==> src/rtl/vga_write_arbiter_pkg.sv <==
// Shared definitions for the VGA write-port arbiter: issue-type codes,
// requester indices and the queued write entry.
package vga_write_arbiter_pkg;

    localparam int unsigned DATA_WIDTH       = 32;
    localparam int unsigned ISSUE_TYPE_WIDTH = 2;

    localparam logic [ISSUE_TYPE_WIDTH-1:0] ISSUE_NONE = 2'd0;
    localparam logic [ISSUE_TYPE_WIDTH-1:0] KEYPAD     = 2'd1;
    localparam logic [ISSUE_TYPE_WIDTH-1:0] SWITCH     = 2'd2;
    localparam logic [ISSUE_TYPE_WIDTH-1:0] CPU_STORE  = 2'd3;

    localparam int unsigned VGA_ARB_REQ_CPU    = 0;
    localparam int unsigned VGA_ARB_REQ_KEYPAD = 1;
    localparam int unsigned VGA_ARB_REQ_SWITCH = 2;

    typedef struct packed {
        logic [DATA_WIDTH-1:0]       data;
        logic [ISSUE_TYPE_WIDTH-1:0] itype;
    } vga_wr_entry_t;

endpackage

==> src/rtl/vga_write_fifo.sv <==
// Synchronous FIFO with push/pop, occupancy count and full/empty flags.
// Push while full and pop while empty are ignored.
module vga_write_fifo #(
    parameter int unsigned WIDTH = 34,
    parameter int unsigned DEPTH = 4
) (
    input  logic                     clk,
    input  logic                     rst,
    input  logic                     i_push,
    input  logic [WIDTH-1:0]         i_push_data,
    input  logic                     i_pop,
    output logic [WIDTH-1:0]         o_head,
    output logic [$clog2(DEPTH):0]   o_count,
    output logic                     o_full,
    output logic                     o_empty
);

    localparam int unsigned PW = $clog2(DEPTH);
    localparam int unsigned CW = PW + 1;

    logic [WIDTH-1:0] r_mem [DEPTH];
    logic [PW-1:0]    r_wr_ptr;
    logic [PW-1:0]    r_rd_ptr;
    logic [CW-1:0]    r_count;
    logic             w_push;
    logic             w_pop;

    assign w_push  = i_push && !o_full;
    assign w_pop   = i_pop && !o_empty;
    assign o_full  = (r_count == CW'(DEPTH));
    assign o_empty = (r_count == '0);
    assign o_count = r_count;
    assign o_head  = r_mem[r_rd_ptr];

    // Pointer and occupancy bookkeeping; pointers wrap naturally (power-of-two depth).
    always_ff @(posedge clk) begin
        if (rst) begin
            r_wr_ptr <= '0;
            r_rd_ptr <= '0;
            r_count  <= '0;
        end else begin
            if (w_push) r_wr_ptr <= r_wr_ptr + PW'(1);
            if (w_pop)  r_rd_ptr <= r_rd_ptr + PW'(1);
            case ({w_push, w_pop})
                2'b10:   r_count <= r_count + CW'(1);
                2'b01:   r_count <= r_count - CW'(1);
                default: r_count <= r_count;
            endcase
        end
    end

    // Storage array; contents need no reset since pointers gate visibility.
    always_ff @(posedge clk) begin
        if (w_push) r_mem[r_wr_ptr] <= i_push_data;
    end

endmodule

==> src/rtl/vga_write_arbiter.sv <==
// Round-robin arbiter sharing the VGA output-unit write port between
// requesters, buffered through a small FIFO and optionally drained only
// during blanking so the displayed frame does not tear.
module vga_write_arbiter
    import vga_write_arbiter_pkg::*;
#(
    parameter int unsigned NUM_REQ    = 3,
    parameter int unsigned FIFO_DEPTH = 4,
    parameter int unsigned BLANK_ONLY = 1
) (
    input  logic                                 clk,
    input  logic                                 rst,
    input  logic [NUM_REQ-1:0]                   req,
    input  logic [DATA_WIDTH*NUM_REQ-1:0]        req_data,
    input  logic [ISSUE_TYPE_WIDTH*NUM_REQ-1:0]  req_type,
    output logic [NUM_REQ-1:0]                   gnt,
    input  logic                                 display_en,
    output logic                                 vga_write_enable,
    output logic [DATA_WIDTH-1:0]                vga_store_data,
    output logic [ISSUE_TYPE_WIDTH-1:0]          issue_type,
    output logic                                 fifo_full,
    output logic                                 busy
);

    localparam int unsigned RR_W    = (NUM_REQ > 1) ? $clog2(NUM_REQ) : 1;
    localparam int unsigned ENTRY_W = $bits(vga_wr_entry_t);
    localparam int unsigned CNT_W   = $clog2(FIFO_DEPTH) + 1;

    logic [RR_W-1:0]             r_rr_ptr;
    logic                        r_disp_meta;
    logic                        r_disp_s;
    logic                        r_we;
    logic [DATA_WIDTH-1:0]       r_data;
    logic [ISSUE_TYPE_WIDTH-1:0] r_type;

    logic [NUM_REQ-1:0]          w_gnt;
    logic                        w_gnt_vld;
    logic [RR_W-1:0]             w_gnt_idx;
    vga_wr_entry_t               w_push_entry;
    vga_wr_entry_t               w_head;
    logic                        w_pop;
    logic                        w_full;
    logic                        w_empty;
    logic [CNT_W-1:0]            w_count;

    // Round-robin scan starting at r_rr_ptr; picks the first asserted request.
    always_comb begin
        int unsigned idx;
        idx          = 0;
        w_gnt        = '0;
        w_gnt_vld    = 1'b0;
        w_gnt_idx    = '0;
        w_push_entry = '0;
        if (!rst && !w_full) begin
            for (int unsigned k = 0; k < NUM_REQ; k++) begin
                idx = (32'(r_rr_ptr) + k) % NUM_REQ;
                if (!w_gnt_vld && req[idx]) begin
                    w_gnt_vld          = 1'b1;
                    w_gnt[idx]         = 1'b1;
                    w_gnt_idx          = RR_W'(idx);
                    w_push_entry.data  = req_data[idx*DATA_WIDTH +: DATA_WIDTH];
                    w_push_entry.itype = req_type[idx*ISSUE_TYPE_WIDTH +: ISSUE_TYPE_WIDTH];
                end
            end
        end
    end

    // Next search starts just after the last winner.
    always_ff @(posedge clk) begin
        if (rst) begin
            r_rr_ptr <= '0;
        end else if (w_gnt_vld) begin
            r_rr_ptr <= (w_gnt_idx == RR_W'(NUM_REQ - 1)) ? '0 : w_gnt_idx + RR_W'(1);
        end
    end

    // Two-flop display_en synchronizer; resets to active video so nothing drains early.
    always_ff @(posedge clk) begin
        if (rst) begin
            r_disp_meta <= 1'b1;
            r_disp_s    <= 1'b1;
        end else begin
            r_disp_meta <= display_en;
            r_disp_s    <= r_disp_meta;
        end
    end

    assign w_pop = !w_empty && ((BLANK_ONLY == 0) || !r_disp_s);

    vga_write_fifo #(
        .WIDTH (ENTRY_W),
        .DEPTH (FIFO_DEPTH)
    ) u_fifo (
        .clk         (clk),
        .rst         (rst),
        .i_push      (w_gnt_vld),
        .i_push_data (w_push_entry),
        .i_pop       (w_pop),
        .o_head      (w_head),
        .o_count     (w_count),
        .o_full      (w_full),
        .o_empty     (w_empty)
    );

    // Output registers: one-cycle strobe per popped entry, data/type hold otherwise.
    always_ff @(posedge clk) begin
        if (rst) begin
            r_we   <= 1'b0;
            r_data <= '0;
            r_type <= ISSUE_NONE;
        end else begin
            r_we <= w_pop;
            if (w_pop) begin
                r_data <= w_head.data;
                r_type <= w_head.itype;
            end
        end
    end

    assign gnt              = w_gnt;
    assign vga_write_enable = r_we;
    assign vga_store_data   = r_data;
    assign issue_type       = r_type;
    assign fifo_full        = w_full;
    assign busy             = (w_count != '0) || r_we;

endmodule

==> config.mk <==
export PLATFORM = sky130hd
export DESIGN_NAME = vga_write_arbiter
export DESIGN_NICKNAME = d
export VERILOG_FILES = /design/src/rtl/vga_write_arbiter_pkg.sv /design/src/rtl/vga_write_fifo.sv /design/src/rtl/vga_write_arbiter.sv
export SDC_FILE = /design/constraint.sdc
export NUM_CORES = 1
export LEC_CHECK = 0
export ABC_AREA = 1
export BUFFER_PORTS_ARGS = -buffer_cell sky130_fd_sc_hd__buf_2
export CAP_MARGIN = 20
export CORE_MARGIN = 2
export CORE_UTILIZATION = 55
export CTS_CLUSTER_SIZE = 10
export DETAILED_ROUTE_END_ITERATION = 10
export GPL_TIMING_DRIVEN = 0
export PLACE_DENSITY = 0.77
export REMOVE_ABC_BUFFERS = 1
export SYNTH_ARGS = -nofsm -noshare
export SYNTH_HDL_FRONTEND = slang
export SYNTH_HIERARCHICAL = 1
export SYNTH_SLANG_ARGS = --single-unit
==> constraint.sdc <==
create_clock -name clk -period 5.6 [get_ports clk]
set_input_delay 0.84 -clock clk [delete_from_list [all_inputs] [get_ports clk]]
set_output_delay 0.84 -clock clk [all_outputs]
set_load 0.05 [all_outputs]
# After elaboration in Yosys (flattened, before gate mapping)
# Memories as Yosys holds them, arrays and structs flattened. A register that Yosys moved wholly into a read port is not among the register bits.
# Index checks and enable logic that the tools add are counted.
# classes
addsub	7
multipliers	0
div_mod_pow	3
n_lt_le_gt_ge	6
eq_ne	4
shift	6
n_mux	36
n_bitwise	2
reduce_logical	19
# op_table
operator	count
$shiftx 96x33->32	3
$mux 34	4
$shiftx 6x33->2	3
$ge 32x1->1 const B	3
$lt 32x3->1 const B	3
$mod 32x2->32 const B	2
$mod 2x2->32 const B	1
$mux 3	6
$mux 1	14
$mux 2	5
$logic_and 1x1->1	9
$add 2x1->2 const B	3
$bmux 1 s2	3
$demux 1 s2	3
$logic_not 1->1	6
$or 3x3->3	2
$pmux 3 s2	1
$eq 2x2->1 const B	2
$add 2x1->3 const B	1
$add 2x2->3 const B	1
$add 3x1->3 const B	1
$eq 3x3->1 const B	1
$logic_not 3->1	1
$reduce_bool 3->1	1
4 further kinds	4
# totals
ff_bits	12
latch_bits	0
mem_bits_rw	136
rom_bits	0
word_cells	91
n_memories	1
# mem_list
memory	depth	width	rd	rd_ports_with_merged_regs	wr	line	text
u_fifo.r_mem	4	34	1	1	1	vga_write_fifo.sv:21	logic [WIDTH-1:0] r_mem [DEPTH];

# Logic depth before layout (Yosys ltp)
# logic_depth
depth_word	16
mapped_depth	20
mapped_depth_nobuf	19

# By module
# Netlist, hierarchy kept.
# by_module_without_submodules
mod	instances	cells_each	area_per_inst_um2	seq_area_each_um2
vga_write_fifo	1	399	5524.0	4264.1
vga_write_arbiter	1	849	4610.7	780.7

# Worst setup path after synthesis
# No wires, ideal clock.
# synth_path
path_type	register to register
from	register r_rr_ptr[1]
to	memory u_fifo.r_mem[0][0], enable pin
t_arrival_ps	3061
t_required_ps	5175
slack_ps	2114
path_stages_with_launch	13
path_buffers	1
cell_sequence	dfxtp_1 inv_1 ha_1 buf_4 inv_4 nand2_1 nand3_1 nand2_1 nand2_1 o21ai_1 inv_1 nand2_2 nor2_1
# synth_via
elab_chain_cells	16
# synth_rtl
element	line	text
start: declaration	vga_write_arbiter.sv:29	logic [RR_W-1:0] r_rr_ptr;
start signal: assignment	vga_write_arbiter.sv:73	r_rr_ptr <= (w_gnt_idx == RR_W'(NUM_REQ - 1)) ? '0 : w_gnt_idx + RR_W'(1);
branches (longest 11 deep; another with $mod 32x2->32)	--	
$mux 1 *	vga_write_arbiter.sv:57	if (!w_gnt_vld && req[idx]) begin
$mux 1 *	vga_write_arbiter.sv:54	if (!rst && !w_full) begin
net w_gnt_vld	vga_write_arbiter.sv:37	logic w_gnt_vld;
$logic_and 1x1->1 *	vga_write_fifo.sv:28	assign w_push = i_push && !o_full;
$mux 1 *	vga_write_fifo.sv:54	if (w_push) r_mem[r_wr_ptr] <= i_push_data;
$mux 1 (not written as such) *	vga_write_fifo.sv:54	
end: declaration	vga_write_fifo.sv:21	
# Mark *: on every way through the listed nets, which the timed path passes. The select of a mux whose other input is x is not followed.

# Worst setup path in the final report
# layout_path
from	register r_rr_ptr[1]
to	output gnt[1]
# layout_via
elab_chain_cells	13
# layout_rtl
element	line	text
branches (longest 11 deep; another with $mod 32x2->32)	--	
$mux 3 *	vga_write_arbiter.sv:57	
$mux 3 *	vga_write_arbiter.sv:54	
end: declaration	vga_write_arbiter.sv:16	output logic [NUM_REQ-1:0] gnt,
# Every way passes the cells marked *. The select of a mux whose other input is x is not followed.

==> impl_metrics.ini <==
[outcome]
status = finished clean

[synthesis]
yosys_warnings = 6
synth_area_um2 = 10100
syn-mean-instance-area_um2 = 8.12
syn_inst = 1248
netlist.area_leader.share_pct = 40.3
yosysTopAreaCell = edfxtp_1
ys_seq_area_share_pct = 49.8
synth-seq-cells = 184
synth.area.top_cells = edfxtp_1 (40%), o21ai_0 (11%), nor2_1 (10%), dfxtp_1 (9.5%), nand2_1 (5.4%)
synth.distinct_cells = 32

[flow_run]
max-cap-violations = 0

[clocking]
cts_sinks = 184
cts_tree = done
clkTransAtPathRegs_ps = 70
ctsLongestPathBuffers = 2
postCtsSetupBuffers = 0
htree_num_levels = 4
cts_buffers = 17
cts-root-buf = clkbuf_16
cts_hold_buf = 0
clk_latency_ps = 440
cts_resized = 0

[grt]
met1_usage_pct = 38.7
met2_usage_pct = 47.1
grt_pass1_wl_um = 44300
antenna_found_initial = 0
grt-busiest-layer = met2
grt_pass1_vias = 8702
grt_max_degree = 100
met3_usage_pct = 4.09
grt_use_total_pct = 28.5
globalRoute.totalOverflow = 0

[detailed_routing]
wl_per_cell_um = 17.8
wl_um = 28100
vias = 9497
ant_nets = 0
firstDrtPassIters = 6
drc = 0
drtIter0Drc = 1143
vias_per_cell = 6.01

[pwr]
leakage_uw = 0.00481
power_density_nw_per_um2 = 566
seq_power_share_pct = 31.2
power_uw = 6580
peakVddDrop_v = 0.000398
p_sw_share_pct = 45.2
power.share.clock_pct = 18.6
pwr-share-comb_pct = 50.2
p_int_uw = 3610
p_switching_uw = 2970

[placed_design]
dp_hpwl_um = 17200
place_congestion = 0.812
place_inst = 1547
io_buffer_count = 147
preCtsSetupSlack_ps = 925

[critical_path]
path_class = flip-flop to output pin
crit_path_max_fanout = 22
endpoint_kind = output pin
worst-endpoint-arrival_ps = 4280
cp.required_ps = 4760
cp-start-kind = flip-flop

[finish]
fillers = 1487
synthToLayoutAreaGrowth_pct = 14.7
stdcell_count = 1579
final_cell_mix = nor2_1 (264), o21ai_0 (231), nand2_1 (147), buf_2 (147), edfxtp_1 (136)
insertedDiodeCount = 0
drive_above_1_share_pct = 16.9
nets = 1460
layout_commonest_cell = nor2_1

[sta]
setup_ws_ps = 477
layout_min_cycle_time_ps = 5120
setup_violations = 0
grt_setup_unrepaired = no
tns_ps = 0
finalCritPeriodShare_pct = 91.5
finalHoldViolations = 0
fin_skew_ps = 9.64
fmax_mhz = 195
drv_slew = 0
maxSlewHeadroom_pct = 26.9
tightest_slew_ps = 1100

[floorplan]
dieHeight_um = 140
io-pin-count = 148
core_area_um2 = 18000
die_area_um2 = 19500
initial_utilization_pct = 56.2
rows = 49
die_w_um = 140

[worst_hold_path]
worstHoldPathType = flip-flop to flip-flop
[critical path, stage by stage, from the launching register on]
cell and delay, ps:
dfxtp_1 510, inv_1 170, ha_1 640, buf_8 310
nor2_2 850, nand2_1 100, nand2_1 220, nand3_2 190
inv_1 230, nand2_1 80, a31oi_1 200, buf_2 320
[sequential cells by signal, summed over array words and instances, names as in the netlist, named ones only]
| register | flops |
|---|---|
| r_disp_meta | 1 |
| u_fifo/o_count | 3 |
| r_disp_s | 1 |
| vga_write_enable | 1 |
| r_rr_ptr | 2 |
| u_fifo/r_rd_ptr | 2 |
| vga_store_data | 32 |
| issue_type | 2 |
| u_fifo/r_mem | 136 |
| u_fifo/r_wr_ptr | 2 |
[cell usage after synthesis]
cell / instances
edfxtp_1: 136
nand3_4: 1
ha_1: 14
clkbuf_1: 38
inv_4: 3
a31oi_1: 1
buf_6: 7
buf_1: 5
nand3_1: 45
nand3_2: 6
buf_4: 4
nand2_1: 147
o21ai_0: 231
dfxtp_1: 48
a211oi_1: 2
o21ai_1: 13
o22ai_1: 67
nand2_2: 3
a21oi_2: 10
o221ai_1: 16
buf_2: 33
nor2_2: 1
or4_1: 1
a21oi_1: 67
clkbuf_2: 2
nor2_1: 269
nor2_4: 2
fa_1: 1
inv_2: 3
inv_1: 69
clkinv_1: 1
or2_2: 2
[path summary, 6_finish.rpt]
path	cells after the start	endpoint	slack, ps	from
max	11	gnt[1]	480	r_rr_ptr[1]$_SDFFE_PP0P_
min	1	r_disp_s$_SDFF_PP1_	410	r_disp_meta$_SDFF_PP1_
max reg2reg	10	u_fifo/r_mem[2][15]$_DFFE_PP_	710	r_rr_ptr[0]$_SDFFE_PP0P_
min reg2reg	1	r_disp_s$_SDFF_PP1_	410	r_disp_meta$_SDFF_PP1_
[cell type report]
cell class              instances  area, um^2  area share (%)
repair buffers                159         991            8.53
multi-input cells             899        4400            37.9
clock inverters                13         169            1.45
clock buffers                  19         433            3.72
flip-flops and latches        184        5050            43.4
inverters                      76         293            2.52
well taps                     229         287            2.47
[through the flow]
stage               utilization, %  hold slack [ps]  instance area, um^2
global route                  64.5              421                11600
detailed placement            61.1              393                11000
finish                        64.5              411                11600
CTS                           64.5              410                11600
floorplan                        -              389                 9690
global placement              59.4              390                10700
[power groups by stage]
stage	logic [uW]	registers (uW)	clock network (uW)
floorplan	2080	2170	0
global placement	3000	2100	0
detailed placement	3210	2080	0
CTS	3230	2050	1230
global route	3630	2080	1280
finish	3300	2050	1230
[logic make-up (layout without fill, tap and decap cells)]
group,count (synthesis),in the layout,share of synthesized area [%]
adder cells (fa/ha/maj),15,15,1.93
AO/OA/AOI/OAI,407,407,22.0
AND/OR/NAND/NOR,477,477,19.1
buffers and inverters,165,267,7.28
flip-flops,184,184,49.8
[routing by layer]
layer,up-vias,part of all wire [%]
met1,4416,42
li1,4497,-
met4,0,2.0
met5,-,0
met3,54,8.5
met2,530,47
Note: power is estimated with default switching activity, not from simulation.
